File: config.mk
export PLATFORM = sky130hd
export DESIGN_NAME = branch_compare
export DESIGN_NICKNAME = d
export VERILOG_FILES = /design/src/rtl/branch_compare_pkg.sv /design/src/rtl/branch_compare_chunk_compare.sv /design/src/rtl/branch_compare.sv
export SDC_FILE = /design/constraint.sdc
export NUM_CORES = 1
export LEC_CHECK = 0
export CORE_ASPECT_RATIO = 0.9
export CORE_MARGIN = 1.5
export CORE_UTILIZATION = 35
export DETAILED_ROUTE_END_ITERATION = 7
export SYNTH_ARGS = -nofsm -noshare
export SYNTH_HDL_FRONTEND = slang
export SYNTH_SLANG_ARGS = --single-unit
File: constraint.sdc
create_clock -name clk -period 10.3 [get_ports clk]
set_clock_uncertainty 0.2 [all_clocks]
set_input_delay 1.545 -clock clk [delete_from_list [all_inputs] [get_ports clk]]
set_output_delay 1.545 -clock clk [all_outputs]
set_load 0.01 [all_outputs]
File: src/rtl/branch_compare_pkg.sv
// -----------------------------------------------------------------------------
// branch_compare_pkg
// Shared definitions for the multi-cycle branch-condition evaluator:
//   - RV32 branch funct3 codes
//   - FSM state encoding
//   - helpers that decode signedness, legality and the taken flag
// -----------------------------------------------------------------------------
package branch_compare_pkg;

    localparam logic [2:0] F3_BEQ  = 3'b000;
    localparam logic [2:0] F3_BNE  = 3'b001;
    localparam logic [2:0] F3_BLT  = 3'b100;
    localparam logic [2:0] F3_BGE  = 3'b101;
    localparam logic [2:0] F3_BLTU = 3'b110;
    localparam logic [2:0] F3_BGEU = 3'b111;

    typedef enum logic [1:0] {
        ST_IDLE = 2'd0,
        ST_SCAN = 2'd1,
        ST_DONE = 2'd2
    } state_e;

    // funct3[1] clear selects a signed compare. The illegal codes 010/011
    // have bit 1 set, so they fall through to an unsigned scan.
    function automatic logic is_signed_code(input logic [2:0] funct3);
        return !funct3[1];
    endfunction

    function automatic logic is_branch_code(input logic [2:0] funct3);
        return funct3[2:1] != 2'b01;
    endfunction

    function automatic logic branch_taken(input logic [2:0] funct3,
                                          input logic       zero,
                                          input logic       less);
        logic taken;
        taken = 1'b0;
        case (funct3)
            F3_BEQ:           taken = zero;
            F3_BNE:           taken = !zero;
            F3_BLT, F3_BLTU:  taken = less;
            F3_BGE, F3_BGEU:  taken = !less;
            default:          taken = 1'b0;
        endcase
        return taken;
    endfunction

endpackage

File: src/rtl/branch_compare_chunk_compare.sv
// -----------------------------------------------------------------------------
// chunk_compare
// Combinational CHUNK-bit magnitude compare.
//   a_i, b_i      : operand chunks
//   signed_top_i  : chunk holds the operand sign bits; flip both MSBs so an
//                   unsigned compare yields the two's-complement ordering
//   eq_o          : a_i == b_i
//   lt_o          : a_i <  b_i (after the optional MSB flip)
// -----------------------------------------------------------------------------
module chunk_compare #(
    parameter int CHUNK = 8
) (
    input  logic [CHUNK-1:0] a_i,
    input  logic [CHUNK-1:0] b_i,
    input  logic             signed_top_i,
    output logic             eq_o,
    output logic             lt_o
);

    logic [CHUNK-1:0] flip;
    logic [CHUNK-1:0] a_m;
    logic [CHUNK-1:0] b_m;

    // NOTE: every signal written in an always_comb gets a default on entry so
    // no path leaves it unassigned, which would otherwise infer a latch.
    always_comb begin
        flip            = '0;
        flip[CHUNK-1]   = signed_top_i;
    end

    assign a_m  = a_i ^ flip;
    assign b_m  = b_i ^ flip;

    // Flipping the same bit on both sides cannot change equality.
    assign eq_o = (a_i == b_i);
    assign lt_o = (a_m < b_m);

endmodule

File: src/rtl/branch_compare.sv
// -----------------------------------------------------------------------------
// branch_compare
// Multi-cycle RV32 branch-condition evaluator. Scans the operands MSB-first,
// CHUNK bits per cycle, and stops at the first differing chunk.
//   clk, rst                 : clock, asynchronous active-high reset
//   in_valid/in_ready        : request handshake (in_a, in_b, in_funct3)
//   flush                    : synchronous abort of any request in flight
//   out_valid/out_ready      : result handshake
//   out_taken/zero/less/err  : registered result, held until consumed
// -----------------------------------------------------------------------------
module branch_compare
    import branch_compare_pkg::*;
#(
    parameter int XLEN  = 32,
    parameter int CHUNK = 8
) (
    input  logic            clk,
    input  logic            rst,
    input  logic            in_valid,
    output logic            in_ready,
    input  logic [XLEN-1:0] in_a,
    input  logic [XLEN-1:0] in_b,
    input  logic [2:0]      in_funct3,
    input  logic            flush,
    output logic            out_valid,
    input  logic            out_ready,
    output logic            out_taken,
    output logic            out_zero,
    output logic            out_less,
    output logic            out_err
);

    localparam int N     = XLEN / CHUNK;
    localparam int IDX_W = (N > 1) ? $clog2(N) : 1;
    localparam logic [IDX_W-1:0] IDX_TOP = IDX_W'(N - 1);

    if ((CHUNK < 1) || (CHUNK > XLEN) || (XLEN % CHUNK != 0)) begin : g_bad_chunk
        $error("branch_compare: CHUNK must divide XLEN");
    end

    state_e           state_q, state_d;
    logic [IDX_W-1:0] idx_q, idx_d;
    logic [XLEN-1:0]  a_q, b_q;
    logic [2:0]       funct3_q;
    logic             taken_q, zero_q, less_q, err_q;
    logic             zero_d, less_d;
    logic             load;
    logic             res_upd;

    logic [CHUNK-1:0] a_chunks [N];
    logic [CHUNK-1:0] b_chunks [N];
    logic             signed_top;
    logic             chunk_eq;
    logic             chunk_lt;

    for (genvar g = 0; g < N; g++) begin : g_split
        assign a_chunks[g] = a_q[g*CHUNK +: CHUNK];
        assign b_chunks[g] = b_q[g*CHUNK +: CHUNK];
    end

    assign signed_top = is_signed_code(funct3_q) && (idx_q == IDX_TOP);

    chunk_compare #(
        .CHUNK        (CHUNK)
    ) u_chunk_compare (
        .a_i          (a_chunks[idx_q]),
        .b_i          (b_chunks[idx_q]),
        .signed_top_i (signed_top),
        .eq_o         (chunk_eq),
        .lt_o         (chunk_lt)
    );

    always_comb begin
        state_d = state_q;
        idx_d   = idx_q;
        zero_d  = zero_q;
        less_d  = less_q;
        load    = 1'b0;
        res_upd = 1'b0;

        case (state_q)
            ST_IDLE: begin
                if (in_valid) begin
                    load    = 1'b1;
                    idx_d   = IDX_TOP;
                    state_d = ST_SCAN;
                end
            end
            ST_SCAN: begin
                if (!chunk_eq) begin
                    zero_d  = 1'b0;
                    less_d  = chunk_lt;
                    res_upd = 1'b1;
                    state_d = ST_DONE;
                end else if (idx_q == '0) begin
                    zero_d  = 1'b1;
                    less_d  = 1'b0;
                    res_upd = 1'b1;
                    state_d = ST_DONE;
                end else begin
                    idx_d   = idx_q - 1'b1;
                end
            end
            ST_DONE: begin
                if (out_ready) begin
                    state_d = ST_IDLE;
                end
            end
            default: state_d = ST_IDLE;
        endcase

        // Flush wins over acceptance, scan progress and result capture.
        if (flush) begin
            state_d = ST_IDLE;
            load    = 1'b0;
            res_upd = 1'b0;
        end
    end

    // NOTE: sequential state uses non-blocking assignments so every register
    // samples pre-edge values, independent of statement order.
    always_ff @(posedge clk or posedge rst) begin
        if (rst) begin
            state_q <= ST_IDLE;
            idx_q   <= '0;
            taken_q <= 1'b0;
            zero_q  <= 1'b0;
            less_q  <= 1'b0;
            err_q   <= 1'b0;
        end else begin
            state_q <= state_d;
            idx_q   <= idx_d;
            if (res_upd) begin
                taken_q <= branch_taken(funct3_q, zero_d, less_d);
                zero_q  <= zero_d;
                less_q  <= less_d;
                err_q   <= !is_branch_code(funct3_q);
            end
        end
    end

    // NOTE: the operand latches carry no reset; they are only read in SCAN,
    // which is always entered through a load, so a reset would buy nothing.
    always_ff @(posedge clk) begin
        if (load) begin
            a_q      <= in_a;
            b_q      <= in_b;
            funct3_q <= in_funct3;
        end
    end

    assign in_ready  = (state_q == ST_IDLE);
    assign out_valid = (state_q == ST_DONE);
    assign out_taken = taken_q;
    assign out_zero  = zero_q;
    assign out_less  = less_q;
    assign out_err   = err_q;

endmodule

==> results.md, run 1 <==
Floorplan:
- Measured along the y axis, the die boundary spans 93.08 um.
- Pin placement for this block handled 78 I/O pins.
- The area enclosed by the die boundary is 9595 sq um.
- The starting utilization of the core area is 36.49%.
- The placement row count is 32.
- In this run the standard cell core region covers 8648 sq um.
- From left edge to right edge, the die measures 103.1 um.

Detailed routing:
- In the routed design, unresolved DRC markers number 0.
- The routed via count is 1778.
- The routed wire length is 5769 um.
- Dividing the detail-routed wire length by the instance count gives 15.02 um.
- The count of nets left with antenna violations once routing finished came out at 0.
- The detail-routed via count per cell is 4.630.
- The pre-antenna-repair detailed-routing pass consisted of 4 iterations.
- The first-iteration detailed-routing DRC count is 58.

Power and ir drop:
- The leakage power summed over all cells is 1.597 nW.
- Power spread over the standard cell area amounts to 155.6 nW/um^2.
- IR analysis of the VDD net gives a maximum drop of 0.00007640 V.
- The post-route total power is 0.6688 mW.

Clock network:
- The buffer count from post-CTS setup fixing is 0.
- TritonCTS created 9 clock buffers.
- The H-tree level count is 3.
- The buffer depth of the longest clock path is 2.
- After clock tree synthesis, the flow added hold-fix buffers numbering 0.
- The later pin in the worst-skew pair is clocked with a latency of 0.35 ns.
- After clock tree synthesis, the clock-pin slew on the worst setup and hold paths is 0.07 ns.
- TritonCTS built the clock tree.
- The tree is rooted in a sky130_fd_sc_hd__clkbuf_8.
- The clock drives 75 sinks.
- In this run, post-CTS repair resized a total of 0 instances.

Timing:
- The worst-margin pin slew is 0.8660 ns.
- Across all hold checks on the routed design, the worst slack comes to 0.2826 ns.
- The relative slew slack is 42.27%.
- Setup repair after global routing left no endpoint under its margin.
- The portion of the clock cycle consumed by the worst path in the final layout is 32.35%.
- The max-slew violation count was 0.
- For this run, the top clock speed supported by timing is 0.3001 GHz.
- Setup violations remaining at the end of the flow were counted as 0.
- The total negative slack for setup checks is 0 ns.
- For the finished layout, the period the worst path requires is 3.332 ns.
- The worst setup margin is 6.968 ns.
- The number of hold violations in the final report is 0.

Final layout:
- In the layout the commonest cells are sky130_fd_sc_hd__clkdlybuf4s50_1 (77), sky130_fd_sc_hd__edfxtp_1 (67), sky130_fd_sc_hd__inv_1 (11), sky130_fd_sc_hd__mux4_2 (10).
- The net total in the final layout is 341.
- The utilization of the core after routing is 49.70%.
- The post-route netlist has 12.45% of its cells at a drive strength greater than 1.
- From synthesis to final layout, the design area changed by 36.20%.
- After filler insertion, the fill cell instance count of the layout stands at 770.
- The post-route cell area is 4298 sq um.
- The most common cell after layout, fill and taps aside is sky130_fd_sc_hd__clkdlybuf4s50_1.
- The count of placed standard cells in the final layout, fillers left out is 384.
- The repair_antennas step left the layout with diodes totalling 0.

Worst hold path:
- The destination of the worst hold path is out_err.
- The worst hold path passes through 2 cells.
- In this run the most critical hold path is launched from out_err.
- The worst min-delay path category is register to register.

Synth:
- The fraction of the mapped netlist area in compound gates is 4.203%.
- Counting flops with an async set or reset pin after synthesis yields a share of 10.67%.
- The netlist uses 38 different library cells.
- Among all flip-flop cells after synthesis, the most frequent one is sky130_fd_sc_hd__edfxtp_1.
- The sequential cell area fraction in the yosys report is 70.10%.
- The mean instance size in the synthesized netlist is 18.14 sq um.
- The basic-gate share of the synthesized area counting and, or, nand and nor cells is 7.058%.
- In this run the cell area of the synthesized design comes to 3156 sq um.
- The register bit count reported by yosys is 75.
- The number of flops mapped to enable cells by yosys is 67.
- Synthesis produced a netlist whose cell count is 174.
- The xor/xnor cell area share of the yosys netlist is 0.5551%.
- Measured against the total synthesized area, the mux share comes to 12.49%.
- The main combinational cell family by area after synthesis is multiplexers.
- Of the total synthesized cell area, the portion taken by full adders, half adders and majority gates is 3.569%.
- The post-synth net total is 255.
- The number of warnings issued by yosys is 0.

GRT:
- The number of antenna violations at the first check in global routing is 0.
- Entering global routing, the biggest net connects 69 pins.
- The first-pass GRT wire length is 8983 um.
- The number of global-route vias before repair is 1803.
- After global routing the overflow that remains totals 0.
- The total routing usage reported by global routing is 13.12%.

Worst setup path:
- In this run the critical register-to-register path is launched from idx_q[1].
- The worst reg2reg path depth is 7.
- The required time of the worst setup path is 8.56 ns.
- The arrival time at the worst endpoint is 1.59 ns.
- The nature of the critical path endpoint is a primary output.
- In this run the worst path has a maximum fanout of 8.
- The category of the most critical setup path is register to primary output.
- In this run the critical register-to-register path is captured at out_less.
- STA classifies the critical path startpoint as a register.
- For flop-to-flop paths, the worst setup slack is 7.06 ns.

Place:
- The placed instances occupy a cell area of 4074 sq um.
- The number of buffers added on ports is 77.
- Before CTS, the worst setup slack after placement is 6.700 ns.
- The congestion estimate from routability-driven global placement came to 0.7610.
- Detailed placement finished with a half-perimeter wire length of 3937 um.
- The placed cell count is 368.

Flow run:
- The number of maximum-capacitance constraint violations is 0.

Run status:
- The run finished with clean final reports.
[critical path, stage by stage, from the launching register on]
cell and delay, ns:
sky130_fd_sc_hd__dfrtp_1 0.49, sky130_fd_sc_hd__nor2b_1 0.20, sky130_fd_sc_hd__clkdlybuf4s50_1 0.55
[per-layer routing]
layer,vias up,GRT usage [%],wire length (um)
met5,-,0,0
met4,0,5.068,79
met3,8,5.082,441
met2,64,19.24,2649
met1,842,17.56,2599
li1,864,-,-
[synthesized netlist by cell type, types with 2 or more instances]
cell type | instances | area [sq um]
sky130_fd_sc_hd__nand2_1 | 6 | 22.52
sky130_fd_sc_hd__buf_1 | 2 | 7.510
sky130_fd_sc_hd__dfrtp_1 | 8 | 200.2
sky130_fd_sc_hd__a21boi_0 | 2 | 15.01
sky130_fd_sc_hd__mux4_2 | 10 | 225.2
sky130_fd_sc_hd__inv_1 | 11 | 41.29
sky130_fd_sc_hd__a21o_1 | 3 | 22.52
sky130_fd_sc_hd__ha_1 | 9 | 112.6
sky130_fd_sc_hd__nor2_1 | 7 | 26.28
sky130_fd_sc_hd__a21oi_1 | 6 | 30.03
sky130_fd_sc_hd__and2_1 | 2 | 12.51
sky130_fd_sc_hd__edfxtp_1 | 67 | 2012
sky130_fd_sc_hd__and3_1 | 2 | 12.51
sky130_fd_sc_hd__o21ai_0 | 2 | 10.01
sky130_fd_sc_hd__nor3b_1 | 3 | 22.52
sky130_fd_sc_hd__nor2b_1 | 3 | 18.77
sky130_fd_sc_hd__xnor2_1 | 2 | 17.52
sky130_fd_sc_hd__mux4_1 | 6 | 157.7
sky130_fd_sc_hd__nand2b_1 | 4 | 25.02
[how the worst max path moves through the flow]
stage	startpoint	end	slack, ns
final	state_q[1]	out_valid	6.97
after global placement	flush	b_q[11]	6.74
after global routing	idx_q[1]	out_taken	6.79
after CTS	state_q[1]	out_valid	6.95
after detailed placement	flush	b_q[22]	6.70
after floorplan	flush	state_q[0]	0.73
[power breakdown]
part,internal (mW),switching [mW]
combinational,0.0400,0.0223
sequential,0.349,0.00547
clock,0.139,0.112
[sequential cells by signal (all words and copies together), names as in the netlist]
register	flops
idx_q	2
b_q	32
state_q	2
a_q	32
out_err	1
out_zero	1
out_less	1
funct3_q	3
out_taken	1
[layout make-up]
class / instances / area, sq um / area share, %
clock inverter: 6 / 96.34 / 2.242
timing repair buffer: 79 / 785.8 / 18.28
clock buffer: 10 / 127.6 / 2.969
sequential: 75 / 2212 / 51.47
multi-input combinational: 84 / 885.9 / 20.61
tap: 119 / 148.9 / 3.464
inverter: 11 / 41.29 / 0.9607
[kinds of logic (layout without fill, tap and decap cells)]
group	count (synthesis)	after routing
compound gates	19	19
xor+xnor	2	2
fa+ha+maj	9	9
buf+inv	15	106
flops	75	75
mux	17	17
simple gates	37	37
Note: power is estimated with default switching activity, not from simulation.
==> inputs of run 2 (changes only) <==
Clock period 10.3 ns to 3.07 ns, I/O delays scaled along.
==> run 2 against run 1 <==
Critical path depth rose by 8. First-iteration DRC count fell by 6.9%. Sequential power grew to 3.4 times the previous value. Register-to-register slack got worse by 6.9 ns. Via count rose by 2.9%. Die area stayed put. Critical endpoint is now out_taken.
==> results.md, run 2 (synthesis results as in run 1) <==
Clock network:
- The number of clock sinks seen by CTS is 75.
- Clock-pin slew was measured on the worst setup and hold paths at 0.08 ns.
- The buffer depth of the longest clock path is 2.
- The number of CTS-inserted buffers is 9.
- The H-tree level count is 3.
- The clock latency at the later pin of the worst-skew pair is 0.35 ns.
- The clock root buffer is sky130_fd_sc_hd__clkbuf_8.
- The buffer count from post-CTS setup fixing is 0.
- TritonCTS built the clock tree.
- The number of hold buffers added after CTS was 0.

Detailed routing:
- The number of nets with antenna violations after routing is 0.
- For this block, the via count after detailed routing is 1830.
- After the first detailed-routing iteration, the DRC count stood at 54.
- The first TritonRoute pass finished after 4 iterations.
- The detail-routed via count per cell is 4.704.
- Dividing the detail-routed wire length by the instance count gives 14.98 um.
- The routed wire length is 5827 um.
- After detailed routing, the number of remaining DRC violations is 0.

Worst setup path:
- The reg-to-reg setup timing slack is 0.18 ns.
- Along the worst path, the maximum fanout reaches 7.
- The nature of the critical path endpoint is a register.
- The total number of cells along the worst setup path is 10.
- Tracing the worst setup path back leads to its startpoint at idx_q[0].
- On the worst path, the slowest cell contributes a delay of 0.56 ns.
- The worst register-to-register path has a depth of 10.
- Traced cell by cell, the critical path runs through buf_12 > mux4_1 > inv_1 > ha_1 > a21o_1 > a221oi_1 > o21ai_1 > a311oi_2 > nor4_1 > nand3b_1.
- The worst setup path endpoint is out_taken.
- The launching element type of the critical path is a register.
- In this run the critical register-to-register path is captured at out_taken.
- The startpoint of the worst register-to-register path is idx_q[0].
- The slowest stage of the critical path belongs to the cell sky130_fd_sc_hd__mux4_1.
- STA puts the critical path data required time at 3.09 ns.
- The category of the most critical setup path is register to register.
- STA puts the critical path data arrival time at 2.91 ns.
- On the critical path the largest part of the delay comes from compound AO/OA/AOI/OAI gates.
- The critical path buffer and inverter count is 2.

Floorplan:
- The die is 93.08 um tall.
- The starting utilization of the core area is 36.49%.
- During I/O placement, the number of pins put on the boundary was 78.
- The floorplan has 32 rows.
- The area enclosed by the die boundary is 9595 sq um.
- The area of the core is 8648 sq um.
- The x dimension of the die is 103.1 um.

GRT:
- The number of antenna violations at the first check in global routing came to 0.
- The first-pass GRT wire length is 9121 um.
- Global routing used 13.05% of the available tracks.
- The number of global-route vias before repair was 1910.
- The pin count of the biggest net entering global routing is 41.
- The total grt overflow is 0.

Worst hold path:
- The worst min-delay path category is primary input to async pin.

Power and ir drop:
- For this design the static power due to leakage is 1.644 nW.
- The fraction of power consumed by the clock network is 35.0%.
- The register share of total power is 55.0%.
- In this run, the combinational gates consume 10.0% of the power.
- The power density normalized to cell area is 495.3 nW/um^2.
- The switching part of the total power is 21.87%.
- The peak supply drop is 0.0001889 V.
- The power dissipated by switching net loads is 0.4732 mW.
- The design draws 2.164 mW.
- The design internal power is 1.690 mW.

Final layout:
- Relative to the synthesized area, the layout overhead comes to 38.42%.
- In the final design database the tool counted 346 nets.
- The largest registers in the layout are a_q (32), b_q (32), funct3_q (3).
- The library cells used most frequently in the layout, excluding fill and tap cells, are sky130_fd_sc_hd__clkdlybuf4s50_1 (77), sky130_fd_sc_hd__edfxtp_1 (67), sky130_fd_sc_hd__inv_1 (11), sky130_fd_sc_hd__mux4_2 (10).
- The layout cell share with drive strength beyond 1 is 14.81%.
- Leaving out fill and tap cells, the most frequent cell in the layout is sky130_fd_sc_hd__clkdlybuf4s50_1.
- 0 antenna diodes ended up in the layout.

Timing:
- The relative slew slack is 66.20%.
- Dividing the final minimum period by the clock period gives 94.19%.
- Static timing analysis puts the maximum clock frequency at 0.3458 GHz.
- The worst-margin pin slew is 0.5070 ns.
- The final-report setup violation count is 0.
- The minimum clock period after layout is 2.892 ns.
- The number of hold violations in the final report is 0.
- After routing, the total negative slack on setup checks comes to 0 ns.
- The max-slew violation count was 0.
- Setup repair after global routing left no endpoint under its margin.

Flow run:
- The number of maximum-capacitance constraint violations is 0.

Run status:
- The run finished with clean final reports.

Place:
- The number of buffers added on ports is 77.
- At the end of routability-driven placement, the weighted congestion stood at 0.7812.
- Once detailed placement completed, the half-perimeter wirelength came to 4228 um.
[run 2: cell types whose count changed in the layout (fill, tap and decap cells not counted), moves of 2 or more]
cell / delta
sky130_fd_sc_hd__buf_4: +2
sky130_fd_sc_hd__dfrtp_2: +2
sky130_fd_sc_hd__dfrtp_1: -2
sky130_fd_sc_hd__buf_12: +3
[run 2: final cells by class]
class,count,area [sq um]
tap,119,148.9
multi-input combinational,84,903.4
timing repair buffer,84,860.8
inverter,11,41.29
clock inverter,7,75.07
sequential,75,2215
fill,744,4280
clock buffer,9,123.9
[run 2: worst min path at each step]
stage            start  endpoint  slack (ns)  cells past startpoint
5_1_grt            rst  idx_q[0]        0.22                      2
2_1_floorplan      rst  idx_q[0]        0.08                      1
6_report           rst  idx_q[0]        0.19                      2
4_1_cts            rst  idx_q[0]        0.18                      2
3_3_place_gp   out_err   out_err        0.28                      2
3_5_place_dp   out_err   out_err        0.28                      2
[run 2: power groups by stage]
stage                     combinational (mW)  sequential (mW)  clock, mW
after CTS                              0.219             1.19      0.786
after floorplan                       0.0780             1.21          0
final                                  0.217             1.19      0.756
after detailed placement               0.217             1.21          0
after global routing                   0.237             1.20      0.825
after global placement                 0.216             1.21          0
[run 2: routing by layer]
metal | routed length (um) | GRT usage (%)
met5 | 0 | 0
met4 | 31 | 3.829
met3 | 395 | 5.456
met2 | 2633 | 19.19
met1 | 2765 | 17.72
[run 2: stage by stage]
step                area [sq um]  hold slack (ns)  setup slack [ns]  instances  utilization (%)
finish                      4368           0.1922            0.1784        389            50.51
global route                4368           0.2172           0.01794        389            50.51
CTS                         4358           0.1802           0.04313        389            50.39
detailed placement          4159           0.2751           0.07161        373            48.09
global placement            4159           0.2810            0.1108        373            48.09
floorplan                   3173          0.07609           -0.2712        174                -
[run 2: timing repair]
action,4_1_cts,5_1_grt
resized for setup,0,4
setup endpoints to repair,0,3
endpoints found under the hold margin,0,0
==> inputs of run 3 (changes only) <==
Settings changed: GPL_ROUTABILITY_DRIVEN from default to 0.
==> run 3 against run 2 <==
Worst setup slack worse by 0.011 ns. Sequential power hardly changed. Die area stayed put. Via count is 0.93% lower. Fmax is 0.37% lower. Critical endpoint unchanged. Sequential cell count stayed put. Cell count stayed put. Highest routed layer unchanged. Routed wire length hardly changed. Critical path depth stayed put. Final area is 1.1% higher. Combinational power hardly changed.
==> results.md, run 3 (synthesis results as in run 1) <==
Run status:
- The flow ran to the end, and the final reports show no timing, DRC or antenna violations.

Detailed routing:
- The final layout contains routed wiring with a total length of 5828 um.
- After detailed routing, the average wire length per cell comes to 14.98 um.
- Before antenna repair, the detailed router went through 4 iterations.
- Using the TritonRoute via totals, the vias-per-cell ratio works out to 4.661.
- The number of nets with antenna violations after routing is 0.
- In the routed design, unresolved DRC markers number 0.
- For this block, the initial DRC count from the detailed router was 60.
- Summing over every cut layer, the via total after detailed routing is 1813.

Clock network:
- The number of CTS-inserted buffers is 9.
- The buffer count from post-CTS setup fixing is 0.
- The hold-fix buffer count after cts is 0.
- The clock latency at the later pin of the worst-skew pair is 0.35 ns.
- The clock-pin slew of the registers on the worst-case setup and hold paths is 0.08 ns.
- The H-tree level count is 3.
- TritonCTS built the clock tree.
- The root buffer cell chosen for the clock tree is sky130_fd_sc_hd__clkbuf_8.
- The total of cells resized after clock tree synthesis is 0.
- The number of clock sinks seen by CTS is 75.
- The buffer depth of the longest clock path is 2.

Power and ir drop:
- The leakage power summed over all cells is 1.668 nW.
- The worst-case IR drop observed on VDD is 0.0002661 V.
- In this run switching power makes up 20.15% of total power.
- The clock network is responsible for 39.4% of the overall power.
- The internal portion of the total power is 1.856 mW.
- Per report_power, the combinational group accounts for 9.4% of the total.
- The power density normalized to cell area is 526.5 nW/um^2.
- The power dissipated by switching net loads is 0.4684 mW.
- Of the total power, registers draw 51.3%.
- The post-route total power is 2.325 mW.

Final layout:
- At the end of the flow, the number of nets in the layout was 346.
- The synthesis-to-finish area growth is 39.93%.
- The number of inserted diodes is 0.
- The post-route cell area is 4415 sq um.
- The largest registers in the layout are a_q (32), b_q (32), funct3_q (3).
- Leaving out fill and tap cells, the most frequent cell in the layout is sky130_fd_sc_hd__clkdlybuf4s50_1.
- Of the cells placed in the final design, the portion with a size suffix greater than 1 is 14.81%.
- Leaving out fill and tap cells, the most frequent cells in the layout are sky130_fd_sc_hd__clkdlybuf4s50_1 (77), sky130_fd_sc_hd__edfxtp_1 (67), sky130_fd_sc_hd__inv_1 (11), sky130_fd_sc_hd__mux4_2 (10).
- The number of fill cells is 744.

Floorplan:
- The floorplan die height is 93.08 um.
- The top-level port count is 78.
- Row generation in the floorplan step produced 32 rows.
- In this run the horizontal extent of the chip is 103.1 um.
- The die covers 9595 sq um.
- For this configuration, the core starts out at a cell density of 36.49%.
- The floorplan step defined a core boundary enclosing 8648 sq um.

GRT:
- For met1 alone, demand over resource in global routing was 18.57%.
- The layer flagged by global routing as most heavily used is met2.
- Across every metal layer, demand over resource in global routing totals 13.40%.
- The pin count of the biggest net entering global routing is 41.
- The number of antenna violations at the first check in global routing is 0.
- Global routing used 19.08% of the available met2 tracks.
- Global routing consumed, on the met3 layer, 5.605% of the routing resources.
- The first global-routing pass estimated 9356 um of wire.
- The total grt overflow is 0.
- The number of global-route vias before repair is 1857.

Worst setup path:
- The critical path goes through buf_4 > mux4_1 > inv_1 > ha_1 > and3_1 > a221oi_1 > o21ai_0 > a311oi_2 > nor4_1 > nand3b_1.
- The most critical setup path has its startpoint at idx_q[0].
- The reg-to-reg endpoint is out_taken.
- The worst reg2reg path depth is 10.
- The worst setup path endpoint is out_taken.
- The largest individual stage delay along the critical path comes from the cell sky130_fd_sc_hd__mux4_1.
- The total number of cells along the worst setup path is 10.
- For the worst setup path, the data required time is 3.09 ns.
- Counting both buffers and inverters, the worst setup path holds a total of 2.
- The worst setup path is captured at a register.
- Grouping stages by cell kind, the critical path spends the most delay in compound AO/OA/AOI/OAI gates.
- At the worst endpoint, the arrival time is 2.92 ns.
- The worst register-to-register path begins at idx_q[0].
- The worst stage delay on the critical path is 0.53 ns.
- The worst register-to-register path has a setup slack of 0.17 ns.
- The launching element type of the critical path is a register.
- The worst setup path is of the register to register kind.
- In this run the worst path has a maximum fanout of 3.

Timing:
- Based on the critical path, the design can be clocked at up to 0.3446 GHz.
- The minimum clock period after layout is 2.902 ns.
- The relative slew slack is 66.33%.
- In the finished design, the share of the clock period the worst path needs comes to 94.54%.
- The max-slew violation count is 0.
- Setup repair after global routing left no endpoint under its margin.
- The number of hold violations in the final report is 0.
- The worst-margin pin slew is 0.5051 ns.
- Setup violations remaining at the end of the flow were counted as 0.

Flow run:
- The number of maximum-capacitance constraint violations is 0.

Worst hold path:
- The worst min-delay path category is primary input to async pin.

Place:
- Once placement finished, the instance area stood at 4159 sq um.
- The HPWL after detailed placement is 4286 um.
- The number of buffers added on ports is 77.
## run 3: cell count changes in the layout (fill, tap and decap cells not counted), sizes merged
cell / previous run / this run
clkinvlp: 1 / 0
bufinv: 1 / 3
clkinv: 3 / 2
## run 3: per-layer routing
layer / share of wire (%) / wire length [um]
met2: 44 / 2585
met1: 47 / 2737
met5: 0 / 0
met4: 0.94 / 55
met3: 7.7 / 449
## run 3: final cells by class
| cell class | instances | area [sq um] | share of cell area [%] |
|---|---|---|---|
| clock inverter | 7 | 122.6 | 2.777 |
| timing repair buffer | 84 | 860.8 | 19.50 |
| sequential | 75 | 2215 | 50.16 |
| tap | 119 | 148.9 | 3.372 |
| clock buffer | 9 | 123.9 | 2.805 |
| multi-input combinational | 84 | 903.4 | 20.46 |
| inverter | 11 | 41.29 | 0.9351 |
## run 3: power by group through the flow
stage	clock network, mW	registers, mW	logic [mW]
floorplan	0	1.21	0.0780
detailed placement	0	1.22	0.219
global route	0.993	1.20	0.237
CTS	0.947	1.19	0.220
global placement	0	1.22	0.216
finish	0.916	1.19	0.217
## run 3: worst min-delay path by stage
stage / startpoint / end / slack [ns] / depth (start not counted)
after floorplan: rst / idx_q[0] / 0.08 / 1
after global placement: out_err / out_err / 0.28 / 2
after detailed placement: out_err / out_err / 0.28 / 2
after CTS: rst / idx_q[1] / 0.17 / 2
after global routing: rst / out_less / 0.21 / 2
final: rst / out_less / 0.18 / 2
## run 3: through the flow
step / setup WS [ns] / util [%] / instances / setup TNS (ns) / hold slack (ns)
after floorplan: -0.2712 / - / 174 / -18.39 / 0.07609
after detailed placement: 0.06331 / 48.09 / 373 / 0 / 0.2829
after global routing: 0.01305 / 51.06 / 389 / 0 / 0.2100
final: 0.1677 / 51.06 / 389 / 0 / 0.1785
after global placement: 0.1248 / 48.09 / 373 / 0 / 0.2826
after CTS: 0.04796 / 50.94 / 389 / 0 / 0.1705
## run 3: worst register-to-register path, delay by kind of cell (launching register included)
family,cells,cell delay [ns]
buf+inv,2,0.21
simple gates,3,0.45
flops,1,0.43
compound gates,3,0.74
mux,1,0.53
fa+ha+maj,1,0.23
